--- src/rtl/vga_timing_generator.sv ---
// 800x600 raster timing generator: look-ahead pixel counters plus LATENCY-delayed blank/sync.
// Optional frame counter and vblank flag when VGA_TIMING_FRAME_COUNT_EN is defined.
module vga_timing_generator #(
  parameter int unsigned H_ACTIVE         = 800,
  parameter int unsigned H_FRONT          = 56,
  parameter int unsigned H_SYNC           = 120,
  parameter int unsigned H_BACK           = 64,
  parameter int unsigned V_ACTIVE         = 600,
  parameter int unsigned V_FRONT          = 37,
  parameter int unsigned V_SYNC           = 6,
  parameter int unsigned V_BACK           = 23,
  parameter bit          SYNC_ACTIVE_HIGH = 1'b1,
  parameter int unsigned LATENCY          = 1
) (
  input  logic        Clock,
  input  logic        Reset,
  output logic [10:0] nextX,
  output logic [9:0]  nextY,
  output logic        blank_n,
  output logic        sync_n,
  output logic        hSync_n,
  output logic        vSync_n,
  output logic        lineStart,
  output logic        frameStart
`ifdef VGA_TIMING_FRAME_COUNT_EN
  ,
  output logic [15:0] frameCount,
  output logic        inVblank
`endif
);

  localparam int unsigned XW      = 11;
  localparam int unsigned YW      = 10;
  localparam int unsigned H_TOTAL = H_ACTIVE + H_FRONT + H_SYNC + H_BACK;
  localparam int unsigned V_TOTAL = V_ACTIVE + V_FRONT + V_SYNC + V_BACK;
  localparam int unsigned H_SY_AT = H_ACTIVE + H_FRONT;
  localparam int unsigned H_BP_AT = H_ACTIVE + H_FRONT + H_SYNC;
  localparam int unsigned V_SY_AT = V_ACTIVE + V_FRONT;
  localparam int unsigned V_BP_AT = V_ACTIVE + V_FRONT + V_SYNC;
  localparam logic        SYNC_ON = 1'(SYNC_ACTIVE_HIGH);

  if (H_TOTAL > 2048) begin : g_bad_h_total
    $error("vga_timing_generator: H_total exceeds 11-bit counter range");
  end
  if (V_TOTAL > 1024) begin : g_bad_v_total
    $error("vga_timing_generator: V_total exceeds 10-bit counter range");
  end
  if (LATENCY < 1 || LATENCY > 4) begin : g_bad_latency
    $error("vga_timing_generator: LATENCY must be 1..4");
  end

  typedef enum logic [1:0] {H_ACT, H_FP, H_SY, H_BP} h_state_e;
  typedef enum logic [1:0] {V_ACT, V_FP, V_SY, V_BP} v_state_e;

  h_state_e          h_state_q;
  v_state_e          v_state_q;
  logic [XW-1:0]     x_q, x_d;
  logic [YW-1:0]     y_q, y_d;
  logic              h_wrap, v_wrap;
  logic              visible, hs_lvl, vs_lvl;
  logic [LATENCY-1:0] vis_sr_q, hs_sr_q, vs_sr_q;
  logic              line_start_q, frame_start_q;

  // Next counter values; the vertical counter only moves on the horizontal wrap.
  always_comb begin
    h_wrap = (x_q == XW'(H_TOTAL - 1));
    v_wrap = (y_q == YW'(V_TOTAL - 1));
    x_d    = h_wrap ? '0 : x_q + XW'(1);
    y_d    = y_q;
    if (h_wrap) begin
      y_d = v_wrap ? '0 : y_q + YW'(1);
    end
  end

  // Undelayed raster flags derived from the state of the current (nextX, nextY).
  always_comb begin
    visible = (h_state_q == H_ACT) && (v_state_q == V_ACT);
    hs_lvl  = (h_state_q == H_SY) ? SYNC_ON : ~SYNC_ON;
    vs_lvl  = (v_state_q == V_SY) ? SYNC_ON : ~SYNC_ON;
  end

  always_ff @(posedge Clock or posedge Reset) begin
    if (Reset) begin
      x_q           <= '0;
      y_q           <= '0;
      h_state_q     <= H_ACT;
      v_state_q     <= V_ACT;
      line_start_q  <= 1'b0;
      frame_start_q <= 1'b0;
      vis_sr_q      <= '0;
      hs_sr_q       <= {LATENCY{~SYNC_ON}};
      vs_sr_q       <= {LATENCY{~SYNC_ON}};
    end else begin
      x_q           <= x_d;
      y_q           <= y_d;
      line_start_q  <= h_wrap;
      frame_start_q <= h_wrap && v_wrap;
      // Shift registers grow toward the MSB, which drives the pins.
      vis_sr_q      <= LATENCY'({vis_sr_q, visible});
      hs_sr_q       <= LATENCY'({hs_sr_q, hs_lvl});
      vs_sr_q       <= LATENCY'({vs_sr_q, vs_lvl});

      unique case (h_state_q)
        H_ACT:   if (x_d == XW'(H_ACTIVE)) h_state_q <= H_FP;
        H_FP:    if (x_d == XW'(H_SY_AT))  h_state_q <= H_SY;
        H_SY:    if (x_d == XW'(H_BP_AT))  h_state_q <= H_BP;
        H_BP:    if (x_d == '0)            h_state_q <= H_ACT;
        default: h_state_q <= H_ACT;
      endcase

      if (h_wrap) begin
        unique case (v_state_q)
          V_ACT:   if (y_d == YW'(V_ACTIVE)) v_state_q <= V_FP;
          V_FP:    if (y_d == YW'(V_SY_AT))  v_state_q <= V_SY;
          V_SY:    if (y_d == YW'(V_BP_AT))  v_state_q <= V_BP;
          V_BP:    if (y_d == '0)            v_state_q <= V_ACT;
          default: v_state_q <= V_ACT;
        endcase
      end
    end
  end

`ifdef VGA_TIMING_FRAME_COUNT_EN
  logic [15:0] frame_cnt_q;

  // Counts frame starts; wraps naturally at 16 bits.
  always_ff @(posedge Clock or posedge Reset) begin
    if (Reset) begin
      frame_cnt_q <= '0;
    end else if (h_wrap && v_wrap) begin
      frame_cnt_q <= frame_cnt_q + 16'd1;
    end
  end

  assign frameCount = frame_cnt_q;
  assign inVblank   = (v_state_q != V_ACT);
`endif

  assign nextX      = x_q;
  assign nextY      = y_q;
  assign blank_n    = vis_sr_q[LATENCY-1];
  assign hSync_n    = hs_sr_q[LATENCY-1];
  assign vSync_n    = vs_sr_q[LATENCY-1];
  assign sync_n     = 1'b1;
  assign lineStart  = line_start_q;
  assign frameStart = frame_start_q;

endmodule
--- config.mk ---
export PLATFORM = sky130hd
export DESIGN_NAME = vga_timing_generator
export DESIGN_NICKNAME = d
export VERILOG_FILES = /design/src/rtl/vga_timing_generator.sv
export SDC_FILE = /design/constraint.sdc
export NUM_CORES = 1
export LEC_CHECK = 0
export CORE_MARGIN = 2
export CORE_UTILIZATION = 50
export CTS_CLUSTER_DIAMETER = 40
export DETAILED_ROUTE_END_ITERATION = 12
export GPL_TIMING_DRIVEN = 0
export HOLD_SLACK_MARGIN = 0.05
export PLACE_DENSITY = 0.86
export SLEW_MARGIN = 20
export SYNTH_ARGS = -nofsm -noshare
export SYNTH_HDL_FRONTEND = slang
export SYNTH_SLANG_ARGS = --single-unit
--- constraint.sdc ---
create_clock -name Clock -period 3.6 [get_ports Clock]
set_input_delay 0.72 -clock Clock [delete_from_list [all_inputs] [get_ports Clock]]
set_output_delay 0.72 -clock Clock [all_outputs]
set_load 0.05 [all_outputs]
==> results.md <==
- Worst EP required: 3.77 ns
- Final Skew: 0.00448 ns
- Vias in the first global route: 1891
- Clock slew at reported path FFs: 0.06 ns
- Tcrit/Tclk final: 97.5%
- Post-synth top cells: 30 x dfrtp_1, 18 x nand2_1, 15 x clkbuf_1, 15 x nand3_1, 14 x inv_1
- Starting Density: 52.8%
- Drt total wl: 5320 um
- CTS H-tree depth: 2
- Tot GR Track Use: 23.1%
- Post-CTS Setup Repair Bufs: 0
- CP Class: reg -> reg
- Tot Pwr: 0.630 mW
- Yosys top cell by area: dfrtp_1
- 1st-iter DRT viols: 213
- Routability cong.: 0.903
- Primary FF master, synth: dfrtp_1
- CP top delay family: compound AO/OA/AOI/OAI gates
- Simple-Gate Fraction of Synth Area: 24.6%
- Core area: 4060 um2
- Worst-Margin Slew: 0.623 ns
- Largest net degree at the start of global routing: 31
- Buffers & Inverters on Critical Path: 0
- Post-route DRC: 0
- CTS buffer count: 5
- Worst min path class: reg -> reg
- Die ar.: 4820 um2
- Place WS: -0.00905 ns
- Clk sinks: 30
- Top Layer Used: met4
- Boundary Pins: 29
- Tmin final: 3.51 ns
- Post-Synth XOR/XNOR Area: 5.73%
- Worst-path fanout max: 6
- DR pass1 iterations: 5
- CTS tree: done
- Initial antenna violation count: 0
- Crit. End Element: flop
- Core Rows: 23
- Sequential fraction of the synthesis area: 35.1%
- HPWL Detailed: 3770 um
- #FFs+latches synth: 30
- Worst vdd ir: 0.178 mV
- Diode count: 0
- Arrival time worst endpoint: 3.68 ns
- Post-synthesis async set-or-reset flop share: 100%
- Slowest cell on the critical path: or4b_4
- Share of layout cells above drive strength 1: 8.82%
- Worst path max stage delay: 0.59 ns
- Number of synthesized flops with an enable pin: 0
- Met1 WL: 2400 um
- Met3 WL post-DR: 350 um
- Layout fillers: 351
- Die height: 69.4 um
- Clk_lat worst skew: 0.29 ns
- Critical Path Start Type: flop
- Die X: 69.4 um
- Worst-case clock buffer depth: 2
- Status: finished clean
- Most frequent cell after synthesis: dfrtp_1
- Slew headroom: 58.4%
- Worst-path cell chain: or4b_4 > o41ai_2 > o311ai_2 > or4_1 > o41a_1 > a2111oi_4 > mux2_1
- Clock root cell: clkbuf_8
- Via count: 1981
- Finish-stage setup viols: 0
- Mux cell area share after synthesis: 2.45%
- GRT Residual Overflow: 0
- Gate Count Post-Synth: 238
- Synthesized area per cell: 8.99 um2
- Routed Antenna Nets: 0
- WL/cell: 16.5 um
- Synth Area in Adders: 6.43%
- Fin. max-slew vios: 0
- Area growth syn-to-layout: 21.1%
- Syn Std Cell Area: 2140 um2
- Post-Syn Nets: 251
- Final setup margin: 0.0902 ns
- Met2 routed WL: 2470 um
- First-pass GRT wire length: 8880 um
- Main combinational cell family by area after synthesis: simple AND/OR/NAND/NOR gates
- Max_cap viols: 0
- Leak: 1.02 nW
- Port Buffers: 27
- F_max: 0.285 GHz
- Hold Fails Final Rpt: 0
- # nets final: 284
- P per Cell Area: 243 nW/um2
- Synth warn: 0
- Synth area leaders: dfrtp_1 35%, ha_1 6.4%, xnor2_1 4.5%
- Post-synthesis compound-gate area fraction: 19.9%
- RSZ-0062 raised after global routing: no
- Synth cell types: 65
- Synth top area share: 35.1%
- CTS Hold Bufs: 0
- Vias per inst: 6.15
-- cells in the final DEF (no fill, tap or decap), types with 2 or more instances in the layout --
cell             synthesis  final
dfrtp_1                 30     30
clkdlybuf4s50_1          0     27
nand2_1                 18     18
nand3_1                 15     15
inv_1                   14     13
clkbuf_1                15     13
nor2_1                  12     12
xnor2_1                 11     11
ha_1                    11     10
nor3_1                   7      7
a21oi_1                  7      7
o21ai_0                  7      7
nand4_1                  6      6
clkbuf_8                 0      6
and2_1                   4      4
o211ai_1                 4      4
and3_1                   3      3
nand2b_1                 3      3
o22ai_1                  3      3
xor2_1                   3      3
a31oi_1                  3      3
mux2i_1                  3      3
clkbuf_2                 0      2
or2_2                    2      2
nor4b_1                  2      2
and4_1                   2      2
inv_2                    1      2
or3_1                    2      2
o41ai_1                  3      2
o32a_1                   2      2
a41oi_1                  2      2
a21boi_0                 2      2
or4_1                    2      2
o31ai_1                  2      2
nor3b_1                  2      2
nor2b_1                  2      2
-- worst register-to-register path: stages, from the launching register on --
cell and delay [ns]:
dfrtp_1 0.45, or4b_4 0.59, o41ai_2 0.42, o311ai_2 0.20, or4_1 0.58, o41a_1 0.44, a2111oi_4 0.36, mux2_1 0.36
-- cell families after synthesis --
kind of cell,count (synthesis)
XOR/XNOR,14
AND/OR/NAND/NOR,92
multiplexers,5
AO/OA/AOI/OAI,54
buffers and inverters,31
adder cells (fa/ha/maj),11
flip-flops,30
other,1
-- per-layer routing --
metal / vias to the layer above / GRT usage (%)
li1: 945 / -
met1: 933 / 31.3
met2: 92 / 35.9
met3: 11 / 4.07
met4: 0 / 10.9
met5: - / 0
-- metrics by stage --
step                      cells   TNS, ns  cell area, um2  util (%)  hold slack [ns]
after floorplan             238         0            2140         -            0.512
after global placement      315         0            2470      61.0            0.516
after detailed placement    315  -0.00905            2470      61.0            0.520
after CTS                   323         0            2570      63.4            0.532
after global routing        322         0            2590      63.9            0.592
final                       322         0            2590      63.9            0.531
-- registers in the layout, indices dropped and copies added, names as in the netlist --
register    flops
vSync_n         1
h_state_q       2
v_state_q       2
blank_n         1
nextX          11
frameStart      1
hSync_n         1
nextY          10
lineStart       1
-- layout make-up --
| cell class | instances | area (um2) | area share, % |
|---|---|---|---|
| timing repair buffer | 27 | 270 | 10.4 |
| buffer | 15 | 62.6 | 2.41 |
| clock inverter | 1 | 5.00 | 0.193 |
| tap | 50 | 62.6 | 2.41 |
| clock buffer | 7 | 86.3 | 3.33 |
| sequential | 30 | 751 | 29.0 |
| inverter | 15 | 56.3 | 2.17 |
| multi-input combinational | 177 | 1300 | 50.1 |
-- what timing repair did --
item | CTS | global route
gates cloned | 0 | 0
hold endpoints to repair | 0 | 0
setup endpoints to repair | 1 | 2
gates resized for setup | 1 | 7
-- report_power, final --
group | internal (mW) | switching, mW | leakage (nW) | total [mW]
combinational | 0.00179 | 0.00886 | 0.569 | 0.0107
clock | 0.154 | 0.128 | 0.0482 | 0.282
sequential | 0.337 | 0 | 0.400 | 0.337
-- worst paths after layout --
check | from | to | slack, ns | cells past startpoint
max in group asynchronous | Reset | lineStart | 2.37 | 2
setup / recovery | nextX[8] | v_state_q[1] | 0.09 | 7
setup reg to reg | nextX[8] | v_state_q[1] | 0.09 | 7
hold reg to reg | nextX[0] | nextX[0] | 0.53 | 1
min in group asynchronous | Reset | h_state_q[1] | 0.82 | 2
hold / removal | nextX[0] | nextX[0] | 0.53 | 1
Power figures use the tool's default switching activity.
